## src/rtl/video_timing_measure_if.sv

```systemverilog
// video_timing_measure_if: video timing input (de, vsync) and measurement result bundle
// master: video source / result consumer (drives de, vsync; reads results)
// slave : video_timing_measure (reads de, vsync; drives results)
interface video_timing_measure_if;
    logic        de;
    logic        vsync;
    logic [11:0] active_width;
    logic [10:0] line_num;
    logic        frame_done;
    logic        width_varies;
    logic        stable;
    logic        no_signal;
    modport master (
        output de, vsync,
        input  active_width, line_num, frame_done, width_varies, stable, no_signal
    );
    modport slave (
        input  de, vsync,
        output active_width, line_num, frame_done, width_varies, stable, no_signal
    );
endinterface

```

## src/rtl/video_timing_measure.sv

```systemverilog
// video_timing_measure: measures per-line active width and per-frame line count from DE/VSYNC
// Ports:
//   clock  - pixel clock
//   reset  - synchronous active-high reset
//   video  - slave side of video_timing_measure_if:
//            de, vsync in; active_width, line_num, frame_done, width_varies, stable, no_signal out
module video_timing_measure #(
    parameter logic        VSYNC_POL      = 1'b1,
    parameter logic [2:0]  STABLE_FRAMES  = 3'd2,
    parameter logic [23:0] TIMEOUT_CYCLES = 24'd3000000
) (
    input logic                   clock,
    input logic                   reset,
    video_timing_measure_if.slave video
);
    typedef enum logic [1:0] {SEARCH, MEASURE, NO_SIGNAL} state_t;
    state_t      state, state_n;
    logic        de_r, de_rr, vs_r, vs_rr;
    logic [23:0] tmo_cnt;
    logic [11:0] width_cnt, ref_width, prev_width, active_width, aw_n;
    logic [10:0] line_cnt, line_num, lc_n;
    logic [2:0]  match_cnt;
    logic        var_acc, var_n, width_varies, frame_done;
    logic        de_fall, vs_edge, tmo_hit, meas, cap, close, match;
    assign de_fall = de_rr & ~de_r;
    assign vs_edge = (vs_r == VSYNC_POL) && (vs_rr != VSYNC_POL);
    assign tmo_hit = tmo_cnt == TIMEOUT_CYCLES;
    assign meas    = state == MEASURE;
    assign cap     = meas && de_fall;
    assign close   = meas && vs_edge;
    // Values including a line that ends in this very cycle, so a DE fall
    // coincident with the frame boundary still belongs to the closing frame.
    assign lc_n  = (cap && line_cnt != 11'd2047) ? line_cnt + 11'd1 : line_cnt;
    assign aw_n  = cap ? width_cnt : active_width;
    assign var_n = var_acc | (cap && line_cnt != 11'd0 && width_cnt != ref_width);
    assign match = (lc_n == line_num) && (aw_n == prev_width) && !var_n && (lc_n != 11'd0);
    // A frame boundary always wins: it is the only way out of NO_SIGNAL,
    // where the saturated timeout counter keeps tmo_hit asserted.
    always_comb begin
        state_n = state;
        state_n = vs_edge ? MEASURE : (tmo_hit ? NO_SIGNAL : state);
    end
    always_ff @(posedge clock) begin
        if (reset) begin
            state        <= SEARCH;
            de_r         <= 1'b0;
            de_rr        <= 1'b0;
            vs_r         <= 1'b0;
            vs_rr        <= 1'b0;
            tmo_cnt      <= '0;
            width_cnt    <= '0;
            line_cnt     <= '0;
            var_acc      <= 1'b0;
            ref_width    <= '0;
            frame_done   <= 1'b0;
            active_width <= '0;
            line_num     <= '0;
            width_varies <= 1'b0;
            prev_width   <= '0;
            match_cnt    <= '0;
        end else begin
            state      <= state_n;
            de_r       <= video.de;
            de_rr      <= de_r;
            vs_r       <= video.vsync;
            vs_rr      <= vs_r;
            tmo_cnt    <= vs_edge ? '0 : (tmo_hit ? tmo_cnt : tmo_cnt + 24'd1);
            width_cnt  <= (!meas || de_fall) ? '0 : ((de_r && width_cnt != 12'd4095) ? width_cnt + 12'd1 : width_cnt);
            line_cnt   <= vs_edge ? '0 : lc_n;
            var_acc    <= vs_edge ? 1'b0 : var_n;
            ref_width  <= vs_edge ? '0 : ((cap && line_cnt == 11'd0) ? width_cnt : ref_width);
            frame_done <= close;
            if (state_n == NO_SIGNAL) begin
                active_width <= '0;
                line_num     <= '0;
                width_varies <= 1'b0;
                prev_width   <= '0;
                match_cnt    <= '0;
            end else begin
                active_width <= aw_n;
                if (close) begin
                    line_num     <= lc_n;
                    width_varies <= var_n;
                    prev_width   <= aw_n;
                    match_cnt    <= !match ? 3'd0 : ((match_cnt == STABLE_FRAMES) ? match_cnt : match_cnt + 3'd1);
                end
            end
        end
    end
    assign video.active_width = active_width;
    assign video.line_num     = line_num;
    assign video.frame_done   = frame_done;
    assign video.width_varies = width_varies;
    assign video.stable       = match_cnt == STABLE_FRAMES;
    assign video.no_signal    = state == NO_SIGNAL;
endmodule

```

## src/flat_wrapper.sv

```systemverilog
// flat-port wrapper written by rule: the top's interface ports become plain ports
module video_timing_measure_flat 
#(
    parameter logic        VSYNC_POL      = 1'b1,
    parameter logic [2:0]  STABLE_FRAMES  = 3'd2,
    parameter logic [23:0] TIMEOUT_CYCLES = 24'd3000000
)
  (clock, reset, video_de, video_vsync, video_active_width, video_line_num, video_frame_done, video_width_varies, video_stable, video_no_signal);
  video_timing_measure_if video_i ();
  input logic clock;
  input logic reset;
  input wire logic [$bits(video_i.de)-1:0] video_de;
  input wire logic [$bits(video_i.vsync)-1:0] video_vsync;
  output wire logic [$bits(video_i.active_width)-1:0] video_active_width;
  output wire logic [$bits(video_i.line_num)-1:0] video_line_num;
  output wire logic [$bits(video_i.frame_done)-1:0] video_frame_done;
  output wire logic [$bits(video_i.width_varies)-1:0] video_width_varies;
  output wire logic [$bits(video_i.stable)-1:0] video_stable;
  output wire logic [$bits(video_i.no_signal)-1:0] video_no_signal;
  assign video_i.de = video_de;
  assign video_i.vsync = video_vsync;
  assign video_active_width = video_i.active_width;
  assign video_line_num = video_i.line_num;
  assign video_frame_done = video_i.frame_done;
  assign video_width_varies = video_i.width_varies;
  assign video_stable = video_i.stable;
  assign video_no_signal = video_i.no_signal;
  video_timing_measure #(.VSYNC_POL(VSYNC_POL), .STABLE_FRAMES(STABLE_FRAMES), .TIMEOUT_CYCLES(TIMEOUT_CYCLES)) u_core (.clock(clock), .reset(reset), .video(video_i));
endmodule
```

## config.mk

```make
export PLATFORM = sky130hd
export DESIGN_NAME = video_timing_measure_flat
export DESIGN_NICKNAME = d
export VERILOG_FILES = /design/src/rtl/video_timing_measure_if.sv /design/src/rtl/video_timing_measure.sv /design/src/flat_wrapper.sv
export SDC_FILE = /design/constraint.sdc
export NUM_CORES = 1
export LEC_CHECK = 0
export CORE_UTILIZATION = 25
export CTS_CLUSTER_SIZE = 14
export DETAILED_ROUTE_END_ITERATION = 7
export GPL_TIMING_DRIVEN = 0
export PLACE_DENSITY = 0.41
export RECOVER_POWER = 100
export SLEW_MARGIN = 20
export SYNTH_ARGS = -nofsm -noshare
export SYNTH_HDL_FRONTEND = slang
export SYNTH_SLANG_ARGS = --single-unit
```

## constraint.sdc

```tcl
create_clock -name clock -period 3.3 [get_ports clock]
set_input_delay 0.66 -clock clock [delete_from_list [all_inputs] [get_ports clock]]
set_output_delay 0.66 -clock clock [all_outputs]
set_load 0.02 [all_outputs]
```

==> results of run 1 <==
==> placed cells by master, fill, tap and decap left out, types with 2 or more instances in the layout <==
cell type      netlist  final
clkbuf_2             0      4
a31oi_1              6      6
o22ai_1              3      3
and4b_1              3      3
or3_1               10     10
nor3_1               6      6
nor4b_1              2      2
clkbuf_1            24     27
clkbuf_16            0      9
nand2_1             34     34
and4_1               4      4
dfxtp_1            106    106
xnor2_1             27     27
or4_1                2      3
nand3b_1             3      3
inv_1               17     17
a2111oi_0            4      3
and3_1               7      7
o21ai_0             13     13
and2_1               4      3
a211oi_1            22     22
nor4_1               6      6
ha_1                 7      7
nor2_1             123    123
inv_2                2      2
xor2_1              34     34
dlygate4sd3_1        0     28
nand4_1             14     14
o21ai_1              3      3
mux2i_1             19     19
or2_2                5      5
nand3_1             19     19
o221ai_1             2      2
nand2b_1             9      9
buf_2                5      4
o311ai_0             2      2
nor2b_1              6      6
bufinv_16            0      3
a21oi_1             37     37
==> logic make-up after synthesis <==
| logic type | share of synthesized area, % |
|---|---|
| AND/OR/NAND/NOR | 25.8 |
| AO/OA/AOI/OAI | 13.7 |
| flip-flops | 40.8 |
| XOR/XNOR | 10.3 |
| buffers and inverters | 4.09 |
| multiplexers | 3.65 |
| adder cells (fa/ha/maj) | 1.68 |
==> sequential cells by signal (all words and copies together) (netlist names), 2 cells and up <==
| name | count |
|---|---|
| u_core.state | 2 |
| u_core.video.active_width | 12 |
| u_core.tmo_cnt | 24 |
| u_core.video.line_num | 11 |
| u_core.prev_width | 12 |
| u_core.width_cnt | 12 |
| u_core.match_cnt | 3 |
| u_core.line_cnt | 11 |
| u_core.ref_width | 12 |
==> worst max-delay path, stage by stage (launching register included) <==
cell and delay, ps:
dfxtp_1 420, ha_1 370, nand2_1 240, nor3_2 390, nor2_1 190, a2111oi_1 600, and4_1 310, nand4_1 130
a32oi_1 200, o21ai_1 90
==> through the flow <==
step	utilization, %	cells
finish	30.4	938
global route	30.4	938
CTS	30.4	939
global placement	28.7	923
detailed placement	28.7	923
floorplan	-	624
==> where the power goes <==
group          leakage, uW  switching [uW]  internal, uW
registers         0.000856            18.2          1290
clock network     0.000161             508           747
logic              0.00130            91.4          53.0
==> layer usage <==
metal	vias up	GRT usage, %	share of wire (%)
met1	2133	19.7	48
met5	-	0	0
met2	94	24.2	46
met4	0	6.56	2.4
li1	2249	-	-
met3	19	2.00	3.2
==> worst min-delay path by stage <==
stage / from / end / slack [ps] / depth (start not counted)
2_1_floorplan: u_core.vs_r$_SDFF_PP0_ / u_core.vs_rr$_SDFF_PP0_ / 440 / 1
3_3_place_gp: u_core.video.width_varies$_SDFFE_PP0P_ / u_core.video.width_varies$_SDFFE_PP0P_ / 450 / 2
3_5_place_dp: u_core.video.width_varies$_SDFFE_PP0P_ / u_core.video.width_varies$_SDFFE_PP0P_ / 450 / 2
4_1_cts: u_core.video.width_varies$_SDFFE_PP0P_ / u_core.video.width_varies$_SDFFE_PP0P_ / 460 / 2
5_1_grt: u_core.vs_r$_SDFF_PP0_ / u_core.vs_rr$_SDFF_PP0_ / 490 / 1
6_report: u_core.video.width_varies$_SDFFE_PP0P_ / u_core.video.width_varies$_SDFFE_PP0P_ / 450 / 2
==> final cells by class <==
type | count | area [um2]
inverters | 19 | 71.3
clock inverters | 4 | 98.8
flip-flops and latches | 106 | 2120
fillers | 2165 | 14100
multi-input cells | 464 | 2870
well taps | 270 | 338
repair buffers | 29 | 290
plain buffers | 34 | 141
clock buffers | 12 | 236
==> run_results.csv, run 1 <==
group,metric,value,unit
timing,finalCriticalPeriod,3060,ps
clock_tree,htree_levels,3,
die,ios,31,
global_route,grt.overflow.total,0,
power,total_power,2710,uW
logic_synthesis,syn_nets,635,
status,outcome,"completed",
timing,post-route-period-util,92.9,%
global_route,antenna_found_initial,0,
placed_design,place_congestion,0.864,
global_route,grt_pass1_wl,24500,um
logic_synthesis,syn_inst,624,
die,dieHeight,146,um
clock_tree,clockBufferDepth,2,
logic_synthesis,yosysWarnings,0,
critical_path,timing.reg2reg.setup_slack,240,ps
critical_path,rr_startpoint,"u_core.line_cnt[1]$_SDFF_PP0_",
timing,setup_violations,0,
timing,finalClockSkew,8.20,ps
finish,nets,674,
die,die_area,0.0214,mm2
placed_design,portBuffers,29,
clock_tree,clk_pin_slew,70,ps
power,power_density,440,mW/mm2
route,dr.pass1.iters,6,
finish,fin_area,0.00617,mm2
logic_synthesis,post-synth-top-count-cell,"nor2_1",
power,ir_worst_vdd,0.000176,V
logic_synthesis,async_flop_share,0,%
critical_path,required,3550,ps
route,drt_iter0_drc,364,
logic_synthesis,synth_edf_count,0,
route,drt-vias-per-instance,4.79,
finish,diodes,0,
critical_path,cp-startpoint,"u_core.line_cnt[1]$_SDFF_PP0_",
die,dieWidth,146,um
job,drv_cap,0,
logic_synthesis,synth_cell_types,64,
route,wl_per_cell,16.2,um
clock_tree,cts_tree,"yes",
route,vias,4495,
die,core_area,0.0203,mm2
clock_tree,cts_root_buf,"clkbuf_16",
route,drc,0,
logic_synthesis,yosysSeqAreaShare,40.8,%
die,num_rows,52,
timing,hold_viol,0,
min_path,min_path_type,"reg2reg",
timing,fin_ws,236,ps
finish,drive_gt1_share,5.69,%
timing,relSlewSlack,48.2,%
timing,hold_ws,453,ps
timing,rsz0062_at_grt,"no",
critical_path,critPathLaunchType,"register",
critical_path,rr_endpoint,"u_core.match_cnt[2]$_SDFFE_PP0P_",
logic_synthesis,synthTopCellsByCount,"nor2_1, dfxtp_1, a21oi_1",
clock_tree,cts_num_sinks,106,
logic_synthesis,synth-main-ff-cell,"dfxtp_1",
placed_design,place_area,0.00583,mm2
timing,fin_setup_tns,0,ps
timing,timing.fmax,0.326,GHz
die,initial_core_util,25.6,%
global_route,grt_pass1_vias,4442,
clock_tree,postCtsHoldBufs,0,
logic_synthesis,ys_top_cells_by_area,"dfxtp_1, nor2_1, xor2_1",
critical_path,cp-end-kind,"register",
global_route,grt_max_degree,17,
logic_synthesis,ys_seq_elements,106,
route,postRouteAntennaNets,0,
finish,area_growth,18.5,%
clock_tree,clk_latency,360,ps
logic_synthesis,synth_top_area_share,40.8,%
placed_design,dp_hpwl,11300,um
route,totalWireLength,15200,um
timing,final_max_slew_viol_count,0,
placed_design,pre_cts_slack,12.1,ps
power,p_leak,0.00232,uW
critical_path,crit_end,"u_core.match_cnt[2]$_SDFFE_PP0P_",
logic_synthesis,synth_area_per_cell,8.34,um2
clock_tree,cts_buffers,9,
critical_path,arrival,3310,ps
global_route,track_usage,14.9,%
logic_synthesis,synth_top_cell_by_area,"dfxtp_1",
logic_synthesis,netlist_area,0.00521,mm2
clock_tree,post-cts-setup-buffers,0,
critical_path,crit_fanout,8,
clock_tree,post_cts_resized,0,
timing,worst_slew_pin_slew,767,ps
critical_path,path_class,"reg2reg",
critical_path,rr_worst_depth,9,
(Power assumes the default switching activity.)
==> run 2, diff against run 1 <==
--- a/config.mk
+++ b/config.mk
@@ -11,6 +11,7 @@
 export GPL_TIMING_DRIVEN = 0
 export PLACE_DENSITY = 0.41
 export RECOVER_POWER = 100
+export SETUP_SLACK_MARGIN = 0.4
 export SLEW_MARGIN = 20
 export SYNTH_ARGS = -nofsm -noshare
 export SYNTH_HDL_FRONTEND = slang
==> run_results.csv, run 2 (synthesis gave the netlist of run 1 again) <==
group,metric,value,unit
timing,finalClockSkew,9.69,ps
route,drt-vias-per-instance,4.84,
critical_path,cpPeakStageDelay,570,ps
route,vias,4562,
clock_tree,cts_root_buf,"clkbuf_16",
critical_path,cp-end-kind,"register",
route,dr.pass1.iters,5,
power,p_clk_share,46.2,%
die,num_rows,52,
finish,final_util,30.6,%
critical_path,crit_fanout,8,
power,p_switching,617,uW
timing,worst_slew_pin_slew,813,ps
route,wl_per_cell,16.2,um
clock_tree,htree_levels,3,
timing,rsz0062_at_grt,"no",
placed_design,place_congestion,0.864,
route,drc,0,
critical_path,cp-startpoint,"u_core.line_cnt[1]$_SDFF_PP0_",
die,dieHeight,146,um
power,pwr-share-seq,48.3,%
critical_path,cp_slowest_cell,"or4bb_1",
timing,timing.fmax,0.342,GHz
critical_path,rr_worst_depth,9,
finish,area_growth,19.2,%
clock_tree,clk_latency,360,ps
timing,post-route-period-util,88.5,%
clock_tree,cts_num_sinks,106,
finish,regMostFlops,"u_core.tmo_cnt",
timing,setup_violations,0,
global_route,track_usage,14.9,%
status,outcome,"completed",
placed_design,portBuffers,29,
global_route,grt_pass1_wl,24500,um
clock_tree,clockBufferDepth,2,
die,core_area,0.0203,mm2
finish,most-common-layout-cells,"nor2_1, dfxtp_1, a21oi_1",
die,initial_core_util,25.6,%
route,postRouteAntennaNets,0,
placed_design,pre_cts_slack,12.1,ps
timing,relSlewSlack,45.1,%
critical_path,rr_startpoint,"u_core.line_cnt[1]$_SDFF_PP0_",
finish,final_common_cell,"nor2_1",
critical_path,rr_endpoint,"u_core.match_cnt[2]$_SDFFE_PP0P_",
die,ios,31,
placed_design,dp_hpwl,11300,um
power,p_comb_share,5.5,%
route,drt_iter0_drc,312,
job,drv_cap,0,
power,p_leak,0.00235,uW
clock_tree,cts_buffers,9,
timing,finalCriticalPeriod,2920,ps
global_route,grt_pass1_vias,4425,
critical_path,path_cells,"ha_1 -> nand2_1 -> nor3_4 -> nor2_1 -> a41oi_1 -> or4bb_1 -> nor4_4 -> nand3_1 -> o21ai_1",
power,ir_worst_vdd,0.000175,V
finish,largest_reg_flops,24,
critical_path,timing.reg2reg.setup_slack,380,ps
critical_path,critPathLaunchType,"register",
global_route,antenna_found_initial,0,
finish,diodes,0,
clock_tree,clk_pin_slew,70,ps
power,internal_power,2100,uW
timing,hold_viol,0,
timing,final_max_slew_viol_count,0,
die,die_area,0.0214,mm2
min_path,min_path_type,"reg2reg",
critical_path,required,3590,ps
route,totalWireLength,15200,um
clock_tree,postCtsHoldBufs,0,
finish,nets,678,
critical_path,crit_end,"u_core.match_cnt[2]$_SDFFE_PP0P_",
clock_tree,cts_tree,"yes",
global_route,grt_max_degree,17,
power,sw_frac_of_total,22.8,%
finish,drive_gt1_share,6.55,%
critical_path,arrival,3210,ps
die,dieWidth,146,um
critical_path,path_class,"reg2reg",
power,power_density,437,mW/mm2
global_route,grt.overflow.total,0,
timing,fin_ws,380,ps
## run 2: how the worst min path moves through the flow
stage | from | endpoint | slack (ps) | depth (start not counted)
after global routing | u_core.vs_r$_SDFF_PP0_ | u_core.vs_rr$_SDFF_PP0_ | 490 | 1
after CTS | u_core.video.width_varies$_SDFFE_PP0P_ | u_core.video.width_varies$_SDFFE_PP0P_ | 460 | 2
after detailed placement | u_core.video.width_varies$_SDFFE_PP0P_ | u_core.video.width_varies$_SDFFE_PP0P_ | 450 | 2
after floorplan | u_core.vs_r$_SDFF_PP0_ | u_core.vs_rr$_SDFF_PP0_ | 440 | 1
final | u_core.video.width_varies$_SDFFE_PP0P_ | u_core.video.width_varies$_SDFFE_PP0P_ | 450 | 2
after global placement | u_core.video.width_varies$_SDFFE_PP0P_ | u_core.video.width_varies$_SDFFE_PP0P_ | 450 | 2
## run 2: timing repair
action	CTS	global route
setup endpoints to repair	33	33
pin swaps	0	3
setup buffers	0	3
resized for setup	11	6
## run 2: cell type report
cell class,instances,area (um2)
buffer,35,151
clock buffer,12,236
clock inverter,4,98.8
fill,2172,14100
inverter,19,71.3
multi-input combinational,464,2880
sequential,106,2120
tap,270,338
timing repair buffer,32,305
## run 2: through the flow
step | hold WS, ps | area [um2] | power [uW] | TNS [ps] | instances
floorplan | 439 | 5210 | 1430 | 0 | 624
global placement | 451 | 5830 | 1490 | -5.29 | 923
detailed placement | 447 | 5830 | 1490 | 0 | 923
CTS | 457 | 6200 | 2760 | 0 | 939
global route | 491 | 6210 | 2830 | 0 | 942
finish | 452 | 6210 | 2710 | 0 | 942
## run 2: power groups by stage
| stage | clock (uW) | combinational [uW] | sequential [uW] |
|---|---|---|---|
| 2_1_floorplan | 0 | 94.3 | 1340 |
| 3_3_place_gp | 0 | 148 | 1340 |
| 3_5_place_dp | 0 | 148 | 1340 |
| 4_1_cts | 1290 | 150 | 1310 |
| 5_1_grt | 1350 | 166 | 1310 |
| 6_report | 1250 | 149 | 1310 |
## run 2: critical path, delay by kind of cell (launching register included)
kind | cells | cell delay [ps]
flip-flops | 1 | 420
AO/OA/AOI/OAI | 2 | 410
adder cells (fa/ha/maj) | 1 | 370
AND/OR/NAND/NOR | 6 | 1650
## run 2: per-layer routing
layer	track usage (%)	vias up	part of all wire [%]	wire, um
li1	-	2266	-	-
met1	19.6	2164	48	7250
met2	24.3	115	47	7140
met3	2.13	17	3.3	504
met4	6.25	0	2.2	342
met5	0	-	0	0
